$ cat config.mk
export PLATFORM = sky130hd
export DESIGN_NAME = sr04_scheduler
export DESIGN_NICKNAME = d
export VERILOG_FILES = /design/src/rtl/sr04_scheduler.sv
export SDC_FILE = /design/constraint.sdc
export NUM_CORES = 1
export LEC_CHECK = 0
export CORE_MARGIN = 5
export CORE_UTILIZATION = 55
export CTS_CLUSTER_SIZE = 25
export DETAILED_ROUTE_END_ITERATION = 8
export GPL_TIMING_DRIVEN = 0
export PLACE_DENSITY = 0.78
export SYNTH_ARGS = -nofsm -noshare
export SYNTH_HDL_FRONTEND = slang
export SYNTH_SLANG_ARGS = --single-unit
$ cat constraint.sdc
create_clock -name clk -period 3.7 [get_ports clk]
set_clock_uncertainty 0.15 [all_clocks]
set_input_delay 1.11 -clock clk [delete_from_list [all_inputs] [get_ports clk]]
set_output_delay 1.11 -clock clk [all_outputs]
set_load 0.05 [all_outputs]
$ cat src/rtl/sr04_scheduler.sv
// Arbitrates btn/uart/auto measurement requests for an SR04 ranging controller.
// Optional macro SR04_AVG_EN: deliver the mean of the new and previous sample.
module sr04_scheduler #(
    parameter int unsigned CLK_HZ     = 100_000_000,
    parameter int unsigned PERIOD_MS  = 100,
    parameter int unsigned TIMEOUT_MS = 30,
    parameter int unsigned GUARD_MS   = 60
) (
    input  logic       clk,
    input  logic       rst,
    input  logic       auto_en,
    input  logic       btn_req,
    input  logic       uart_req,
    output logic       start,
    input  logic       dist_done,
    input  logic [9:0] dist_data,
    output logic [9:0] dist_out,
    output logic       dist_valid,
    output logic [1:0] owner,
    output logic       timeout_err,
    output logic       busy
);

    localparam int unsigned PRESC_MAX = CLK_HZ / 1000 - 1;
    localparam int unsigned PW   = (PRESC_MAX > 0) ? $clog2(PRESC_MAX + 1) : 1;
    localparam int unsigned PDW  = (PERIOD_MS > 1) ? $clog2(PERIOD_MS) : 1;
    localparam int unsigned TMAX = (TIMEOUT_MS > GUARD_MS) ? TIMEOUT_MS : GUARD_MS;
    localparam int unsigned TMW  = (TMAX > 1) ? $clog2(TMAX) : 1;

    localparam logic [PW-1:0]  PRESC_LAST   = PW'(PRESC_MAX);
    localparam logic [PDW-1:0] PERIOD_LAST  = PDW'(PERIOD_MS - 1);
    localparam logic [TMW-1:0] TIMEOUT_LAST = TMW'(TIMEOUT_MS - 1);
    localparam logic [TMW-1:0] GUARD_LAST   = TMW'(GUARD_MS - 1);

    localparam logic [1:0] StIdle  = 2'd0;
    localparam logic [1:0] StTrig  = 2'd1;
    localparam logic [1:0] StWait  = 2'd2;
    localparam logic [1:0] StGuard = 2'd3;

    logic [PW-1:0]  presc_q;
    logic [PDW-1:0] period_q;
    logic [TMW-1:0] timer_q, timer_d;
    logic [1:0]     state_q, state_d;
    logic [2:0]     pend_q, pend_d;   // bit 0 btn, bit 1 uart, bit 2 auto
    logic [2:0]     req_all;
    logic [1:0]     owner_q, owner_d;
    logic [9:0]     dout_q, dout_new;
    logic           valid_q, valid_d;
    logic           tout_q, tout_d;
    logic           deliver;
    logic           tick;
    logic           auto_req;

    assign tick = (presc_q == PRESC_LAST);

    always_ff @(posedge clk or negedge rst) begin
        if (!rst) begin
            presc_q <= '0;
        end else begin
            presc_q <= tick ? '0 : presc_q + 1'b1;
        end
    end

    assign auto_req = auto_en && tick && (period_q == PERIOD_LAST);

    always_ff @(posedge clk or negedge rst) begin
        if (!rst) begin
            period_q <= '0;
        end else if (!auto_en) begin
            period_q <= '0;
        end else if (tick) begin
            period_q <= (period_q == PERIOD_LAST) ? '0 : period_q + 1'b1;
        end
    end

    // Requests arriving this cycle are visible to the IDLE grant immediately.
    assign req_all = pend_q | {auto_req, uart_req, btn_req};

    always_comb begin
        state_d = state_q;
        pend_d  = req_all;
        owner_d = owner_q;
        timer_d = timer_q;
        valid_d = 1'b0;
        tout_d  = 1'b0;
        deliver = 1'b0;
        case (state_q)
            StIdle: begin
                if (|req_all) begin
                    state_d = StTrig;
                    if (req_all[0]) begin
                        owner_d   = 2'd1;
                        pend_d[0] = 1'b0;
                    end else if (req_all[1]) begin
                        owner_d   = 2'd2;
                        pend_d[1] = 1'b0;
                    end else begin
                        owner_d   = 2'd0;
                        pend_d[2] = 1'b0;
                    end
                end
            end
            StTrig: begin
                state_d = StWait;
                timer_d = '0;
            end
            StWait: begin
                if (dist_done) begin
                    deliver = 1'b1;
                    valid_d = 1'b1;
                    state_d = StGuard;
                    timer_d = '0;
                end else if (tick) begin
                    if (timer_q == TIMEOUT_LAST) begin
                        tout_d  = 1'b1;
                        state_d = StGuard;
                        timer_d = '0;
                    end else begin
                        timer_d = timer_q + 1'b1;
                    end
                end
            end
            default: begin
                if (tick) begin
                    if (timer_q == GUARD_LAST) begin
                        state_d = StIdle;
                        timer_d = '0;
                    end else begin
                        timer_d = timer_q + 1'b1;
                    end
                end
            end
        endcase
    end

`ifdef SR04_AVG_EN
    logic [9:0]  hist_q;
    logic        hist_vld_q;
    logic [10:0] sum;

    assign sum      = {1'b0, dist_data} + {1'b0, hist_q};
    assign dout_new = hist_vld_q ? 10'(sum >> 1) : dist_data;

    always_ff @(posedge clk or negedge rst) begin
        if (!rst) begin
            hist_q     <= '0;
            hist_vld_q <= 1'b0;
        end else if (deliver) begin
            hist_q     <= dist_data;
            hist_vld_q <= 1'b1;
        end
    end
`else
    assign dout_new = dist_data;
`endif

    always_ff @(posedge clk or negedge rst) begin
        if (!rst) begin
            state_q <= StIdle;
            pend_q  <= '0;
            owner_q <= '0;
            timer_q <= '0;
            dout_q  <= '0;
            valid_q <= 1'b0;
            tout_q  <= 1'b0;
        end else begin
            state_q <= state_d;
            pend_q  <= pend_d;
            owner_q <= owner_d;
            timer_q <= timer_d;
            valid_q <= valid_d;
            tout_q  <= tout_d;
            if (deliver) begin
                dout_q <= dout_new;
            end
        end
    end

    assign start       = (state_q == StTrig);
    assign busy        = (state_q != StIdle);
    assign dist_out    = dout_q;
    assign dist_valid  = valid_q;
    assign timeout_err = tout_q;
    assign owner       = owner_q;

endmodule
* Yosys cells after proc, flatten, opt, wreduce, memory -nomap -nowiden
Cells that the tools add are included.
Storage, ports and cells: logic and storage cells 64, output and inout bits 16, register bits after elaboration 49
Cells by class: muxes and demuxes 29, $add $sub $neg 3, reduce and logical (&&, ||, !) cells 11, equality and inequality tests 10, bitwise logic cells 2
Operators by type and width (number):
- 6-bit two-way mux | 5
- 7-bit two-way mux | 3
- 2-bit two-way mux | 9
- 6-bit case mux with 3 select lines | 1
- 17-bit by 1-bit adder with 17-bit output, second input constant | 1
- 17-bit equality test, second input constant | 1
- 17-bit two-way mux | 1
- 4-bit nonzero test | 2
- 7-bit by 1-bit adder with 7-bit output, second input constant | 1
- 7-bit equality test, second input constant | 1
- 1-bit two-way mux | 7
- 6-bit by 1-bit adder with 6-bit output, second input constant | 1
- 6-bit by 5-bit equality test with 1-bit output, second input constant | 1
- 6-bit equality test, second input constant | 1
- 3-bit two-way mux | 2
- 3-bit != test, second input constant | 2
- 2-bit case mux with 3 select lines | 1
- 5-bit AND reduction | 1
- 3-bit OR | 1
- 3-bit AND reduction | 1
- 3-bit nonzero test | 1
- 3-bit OR reduction | 1
- 2-bit by 1-bit equality test with 1-bit output, second input constant | 1
- 2-bit equality test, second input constant | 1
- 7 further kinds | 8

* Depth between registers and ports, before layout
Gate-level depths: netlist of the first run.
word-level depth 8, gate-level depth with buffers 8, gate-level depth less buffers 7

* Least setup slack after synthesis of the first run
OpenSTA, ideal clock, no wires.
path type register to output, start point register state_q[0], end point output busy, slack 1.274 ns, stages on the path, launching flop included 5, data arrival time 1.166 ns, buffers on the path 1, cell sequence dfrtp_1 > inv_1 > ha_1 > clkbuf_1 > inv_1
On the way: cells in the longest elaborated chain, start to end 1
Ends and longest elaborated chain:
- start, declared | RTL line 43 | logic [1:0] state_q, state_d;
- start signal, assigned | RTL line 159 | state_q <= StIdle;
- start signal, assigned | RTL line 167 | state_q <= state_d;
- 2-bit nonzero test | RTL line 180 | assign busy = (state_q != StIdle);
- end, declared | RTL line 21 | output logic busy
No other way between the ends.

* Worst setup path in the final report of the first run
Ends and elaborated chain as after synthesis.

==> results of run 1 <==
[sequential cells by signal, indices dropped and copies added (netlist names), 2 cells and up]
| register | count |
|---|---|
| period_q | 7 |
| state_q | 2 |
| pend_q | 3 |
| timer_q | 6 |
| dist_out | 10 |
| presc_q | 17 |
| owner | 2 |
[logic make-up after synthesis]
kind of cell    after synthesis  synth area share
flops                        49            0.5046
fa+ha+maj                     8           0.04120
xor+xnor                     16           0.05767
compound gates               33           0.09373
mux                          13           0.05973
simple gates                 89            0.2152
buf+inv                      15           0.02781
[power breakdown]
| group | total (mW) | switching, mW | internal (mW) |
|---|---|---|---|
| Combinational | 0.857 | 0.532 | 0.325 |
| Sequential | 0.714 | 0.0685 | 0.646 |
| Clock | 0.319 | 0.171 | 0.148 |
| Total | 1.89 | 0.771 | 1.12 |
[final cells by class]
cell class | count | area (sq um)
fill | 366 | 1414
sequential | 49 | 1226
multi-input combinational | 159 | 1136
timing repair buffer | 32 | 325.3
clock buffer | 6 | 82.58
tap | 52 | 65.06
inverter | 10 | 37.54
buffer | 5 | 30.03
clock inverter | 1 | 7.507
[layout by cell type (no fill, tap or decap), drive strengths merged, types with 2 or more instances in the layout]
cell type	n
nor3	5
dfrtp	49
inv	10
a22o	3
xor2	6
and3	4
xnor2	10
a21boi	5
nand4	7
mux2	12
a31oi	3
nor4b	3
ha	8
clkbuf	9
buf	4
nor4	4
nand3	14
nor2	17
nand2	15
o31ai	4
a21oi	2
clkdlybuf4s50	30
nor2b	3
o21ai	8
nand2b	2
or3	3
and2	6
[worst max-delay path: stages, from the launching register on]
cell	delay [ps]
dfrtp_1	420
inv_1	80
ha_1	190
clkbuf_1	200
inv_1	170
clkdlybuf4s50_1	820
[through the flow]
stage          setup WS [ps]  utilization
2_1_floorplan           1274            -
3_3_place_gp          -31.83       0.6487
3_5_place_dp           475.0       0.6522
4_1_cts                230.5       0.6730
5_1_grt                113.4       0.6730
6_report               241.6       0.6730
[final timing paths]
check                              endpoint  slack (ps)  startpoint  cells past startpoint
worst max-delay path                   busy         240  state_q[0]                      5
max in group asynchronous       presc_q[11]        2310         rst                      2
worst min-delay path             presc_q[4]         340  presc_q[4]                      1
min in group asynchronous         pend_q[1]         580         rst                      1
worst min register to register   presc_q[4]         340  presc_q[4]                      1
worst max register to register   state_q[1]        1180  presc_q[0]                      7
[routing by layer]
layer / global-route usage / vias up / share of wire
li1: - / 866 / -
met1: 0.2248 / 823 / 0.48
met2: 0.2500 / 44 / 0.45
met3: 0.04137 / 8 / 0.051
met4: 0.06818 / 0 / 0.018
met5: 0 / - / 0
==> key figures, run 1 <==
Synth
  – Number of flops mapped to enable cells by yosys: 0
  – Post-synth top area share: 0.5046
  – Synthesis-stage register bit count: 49
  – Syn nets: 247
  – Largest area contributor in the netlist: dfrtp_1
  – Most frequent cells after synthesis: dfrtp_1 (49), nor2_1 (17), nand2_1 (15), nand3_1 (13), mux2_2 (12)
  – Unique masters post-synth: 48
  – Seq/Total Area, Yosys: 0.5046
  – Largest cells by area after synthesis: dfrtp_1 (50%), mux2_2 (5.6%), ha_1 (4.1%)
  – Mapped Cells: 223
  – Synth Warn #: 0
  – Post-synth ARST share: 1.000
  – Top FF cell, synth: dfrtp_1
  – Most frequent cell after synthesis: dfrtp_1
  – Avg Synthesized Cell Area: 10.90 sq um
  – Synthesized area: 2430 sq um

Pwr
  – Pleak: 1.241 nW
  – Total power: 1.890 mW
  – Worst VDD drop: 0.0002915 V
  – Pwr dens: 649.4 nW/um^2

Routing
  – DRC viols: 0
  – DRT iter0 DRCs: 117
  – DR vias: 1741
  – Via/cell ratio: 5.545
  – Final WL: 4552 microns
  – DRT antenna net count: 0
  – First-pass DRT Iterations: 4
  – DR WL/cell: 14.50 microns

CTS
  – Register clock-pin slew on the reported worst setup and hold paths: 90 ps
  – Number of clock sinks: 49
  – CTS Buffer Depth: 2
  – CTS Buf Count: 5
  – CTS HTree Levels: 2
  – CTS tree: built
  – Post-CTS setup buffers: 0
  – Root Driver: clkbuf_8
  – CTS Hold Bufs: 0
  – Later-pin clock latency in the skew report: 300 ps
  – Post-CTS Resized: 0

Run
  – Max cap viols: 0

Cells and area
  – Final nets: 286
  – Fin cells: 314
  – Post-route design area: 2910 sq um
  – Share of cells above drive strength 1: 0.1069
  – Number of diodes: 0
  – Synthesis-to-finish area growth: 19.77%

Place
  – HPWL after detailed placement: 3378 microns
  – IO buf count: 31
  – GPL Wtd Cong: 0.8187
  – Inst Count DP: 307
  – DP Area: 2820 sq um

Die
  – Core area: 4324 sq um
  – # rows: 24
  – Die height: 76.47 microns
  – Ports: 32
  – Die area: 5847 sq um
  – Horiz. Die Dim: 76.47 microns
  – Initial Utilization: 0.5619

Global route
  – GRT Total Usage: 0.1648
  – GR Overflow Total: 0
  – First-pass GRT wire length: 7879 microns
  – Largest net degree at the start of global routing: 34
  – Vias in the first global route: 1677
  – Antenna violations before repair: 0

STA
  – Worst slew pin tran: 635.0 ps
  – Endpoints failing hold: 0
  – Final setup vio count: 0
  – RSZ-0062 raised after global routing: no
  – Final min period: 3458 ps
  – Max_slew headroom: 0.5730
  – Hold_ws: 339.4 ps
  – Slew Limit Fails: 0
  – Fin crit share: 0.9347
  – Max Clock Freq: 0.2892 GHz
  – Setup TNS: 0 ps

Setup path
  – Worst-path fanout max: 9
  – Worst Path Required: 2440 ps
  – Crit path capture type: output port
  – Startpoint Class: flop
  – Critical path class: reg -> out
  – Worst path arrival time: 2200 ps

Status
  – Status: completed

Worst hold path
  – Worst min-delay path class: reg -> reg
Power figures use the tool's default switching activity.
==> run 2: changes to the inputs <==
- CAP_MARGIN: not set -> 20
- CORE_UTILIZATION: 55 -> 52
- PLACE_DENSITY: 0.78 -> 0.74
==> run 2 against run 1 <==
Net effect: first-iteration DRC count decreased by 42%; flip-flop and latch count did not move; register-to-register slack better by 30 ps; via count down 0.46%; core utilization shrank 2.0 points; worst hold slack better by 2.9 ps; total power shrank 1.3%; combinational power decreased by 0.6%; die area is 5.0% higher; sequential power about the same.
==> key figures, run 2 (same netlist as run 1, synthesis figures left out) <==
CTS
  – CTS Hold Bufs: 0
  – Later-pin clock latency in the skew report: 300 ps
  – Post-CTS setup buffers: 0
  – Number of clock sinks: 49
  – Post-CTS Resized: 0
  – Root Driver: clkbuf_8
  – Register clock-pin slew on the reported worst setup and hold paths: 80 ps
  – CTS Buffer Depth: 2
  – CTS HTree Levels: 2
  – CTS tree: built
  – CTS Buf Count: 5

Pwr
  – Total power: 1.866 mW
  – Pleak: 1.243 nW
  – Pwr dens: 642.9 nW/um^2
  – Worst VDD drop: 0.0002808 V

Setup path
  – Reg2reg end: state_q[1]
  – Reg2Reg Launch Point: presc_q[0]
  – CP startpoint: state_q[0]
  – Worst path arrival time: 2180 ps
  – R2r setup slk: 1210 ps
  – Crit path capture type: output port
  – Worst-path fanout max: 9
  – Critical path class: reg -> out
  – Critical path endpoint: busy
  – Startpoint Class: flop
  – FF-to-FF path depth: 7
  – Worst Path Required: 2440 ps

STA
  – Max_slew headroom: 0.6143
  – Final setup vio count: 0
  – Worst slew pin tran: 573.2 ps
  – Fin crit share: 0.9306
  – Slew Limit Fails: 0
  – Max Clock Freq: 0.2904 GHz
  – Endpoints failing hold: 0
  – Final min period: 3443 ps
  – RSZ-0062 raised after global routing: no

Routing
  – First-pass DRT Iterations: 4
  – DRT iter0 DRCs: 68
  – DRT antenna net count: 0
  – DRC viols: 0
  – DR vias: 1733
  – Final WL: 4554 microns
  – DR WL/cell: 14.46 microns
  – Via/cell ratio: 5.502

Cells and area
  – Synthesis-to-finish area growth: 19.46%
  – Core Util, Final: 0.6532
  – Most flops, register: presc_q
  – Commonest cells after routing, fill and taps aside: dfrtp_1 (49), clkdlybuf4s50_1 (30), nor2_1 (17)
  – Final nets: 286
  – # fillers: 370
  – Number of diodes: 0
  – Commonest non-fill, non-tap cell in the layout: dfrtp_1
  – Largest register FFs: 17
  – Share of cells above drive strength 1: 0.1065

Die
  – # rows: 24
  – Core area: 4444 sq um
  – Die height: 78.36 microns
  – Horiz. Die Dim: 78.36 microns
  – Initial Utilization: 0.5467
  – Ports: 32
  – Die area: 6140 sq um

Place
  – IO buf count: 31
  – GPL Wtd Cong: 0.7858
  – HPWL after detailed placement: 3360 microns

Run
  – Max cap viols: 0

Worst hold path
  – Worst min-delay path class: reg -> reg
  – Hold depth: 1

Global route
  – Largest net degree at the start of global routing: 39
  – Vias in the first global route: 1732
  – Antenna violations before repair: 0
  – GRT Total Usage: 0.1645
  – GR Overflow Total: 0
  – First-pass GRT wire length: 8038 microns

Status
  – Status: completed
[run 2: changes by cell type in the layout (fill, tap and decap cells not counted)]
| cell | previous run | this run |
|---|---|---|
| clkbuf_1 | 3 | 4 |
| clkinvlp_4 | 1 | 0 |
| clkbuf_8 | 6 | 5 |
| clkinv_2 | 0 | 2 |
[run 2: final cells by class]
type,count,area (sq um),share of cell area
inverters,10,37.54,0.01293
clock inverters,2,10.01,0.003448
clock buffers,6,72.57,0.02500
flip-flops and latches,49,1226,0.4224
multi-input cells,159,1136,0.3914
repair buffers,32,325.3,0.1121
well taps,52,65.06,0.02241
plain buffers,5,30.03,0.01034
[run 2: worst max-delay path: stages, from the launching register on]
cell and delay [ps]:
dfrtp_1 400, inv_1 80, ha_1 190, clkbuf_1 190, inv_1 190, clkdlybuf4s50_1 830
[run 2: worst min path at each step]
stage | start | endpoint | slack [ps]
global route | presc_q[4] | presc_q[4] | 350
detailed placement | presc_q[4] | presc_q[4] | 330
CTS | presc_q[4] | presc_q[4] | 350
floorplan | presc_q[4] | presc_q[4] | 300
global placement | presc_q[4] | presc_q[4] | 330
finish | presc_q[4] | presc_q[4] | 340
[run 2: report_power, final]
| group | internal, mW | switching (mW) |
|---|---|---|
| clock | 0.131 | 0.169 |
| combinational | 0.325 | 0.527 |
| sequential | 0.646 | 0.0677 |
| total | 1.10 | 0.764 |
[run 2: routing by layer]
layer / track usage / up-vias / wire length (microns)
met5: 0 / - / 0
met4: 0.05070 / 0 / 67
met3: 0.05149 / 7 / 243
met2: 0.2551 / 37 / 2003
met1: 0.2222 / 819 / 2239
li1: - / 870 / -
[run 2: through the flow]
step / setup WS [ps] / hold slack (ps) / cells / setup TNS, ps / instance area [sq um]
4_1_cts: 245.2 / 346.2 / 315 / 0 / 2903
5_1_grt: 130.3 / 354.8 / 315 / 0 / 2903
6_report: 256.8 / 342.2 / 315 / 0 / 2903
2_1_floorplan: 1274 / 303.0 / 223 / 0 / 2430
3_3_place_gp: -57.62 / 328.5 / 306 / -2714 / 2805
3_5_place_dp: 502.2 / 329.7 / 307 / 0 / 2820
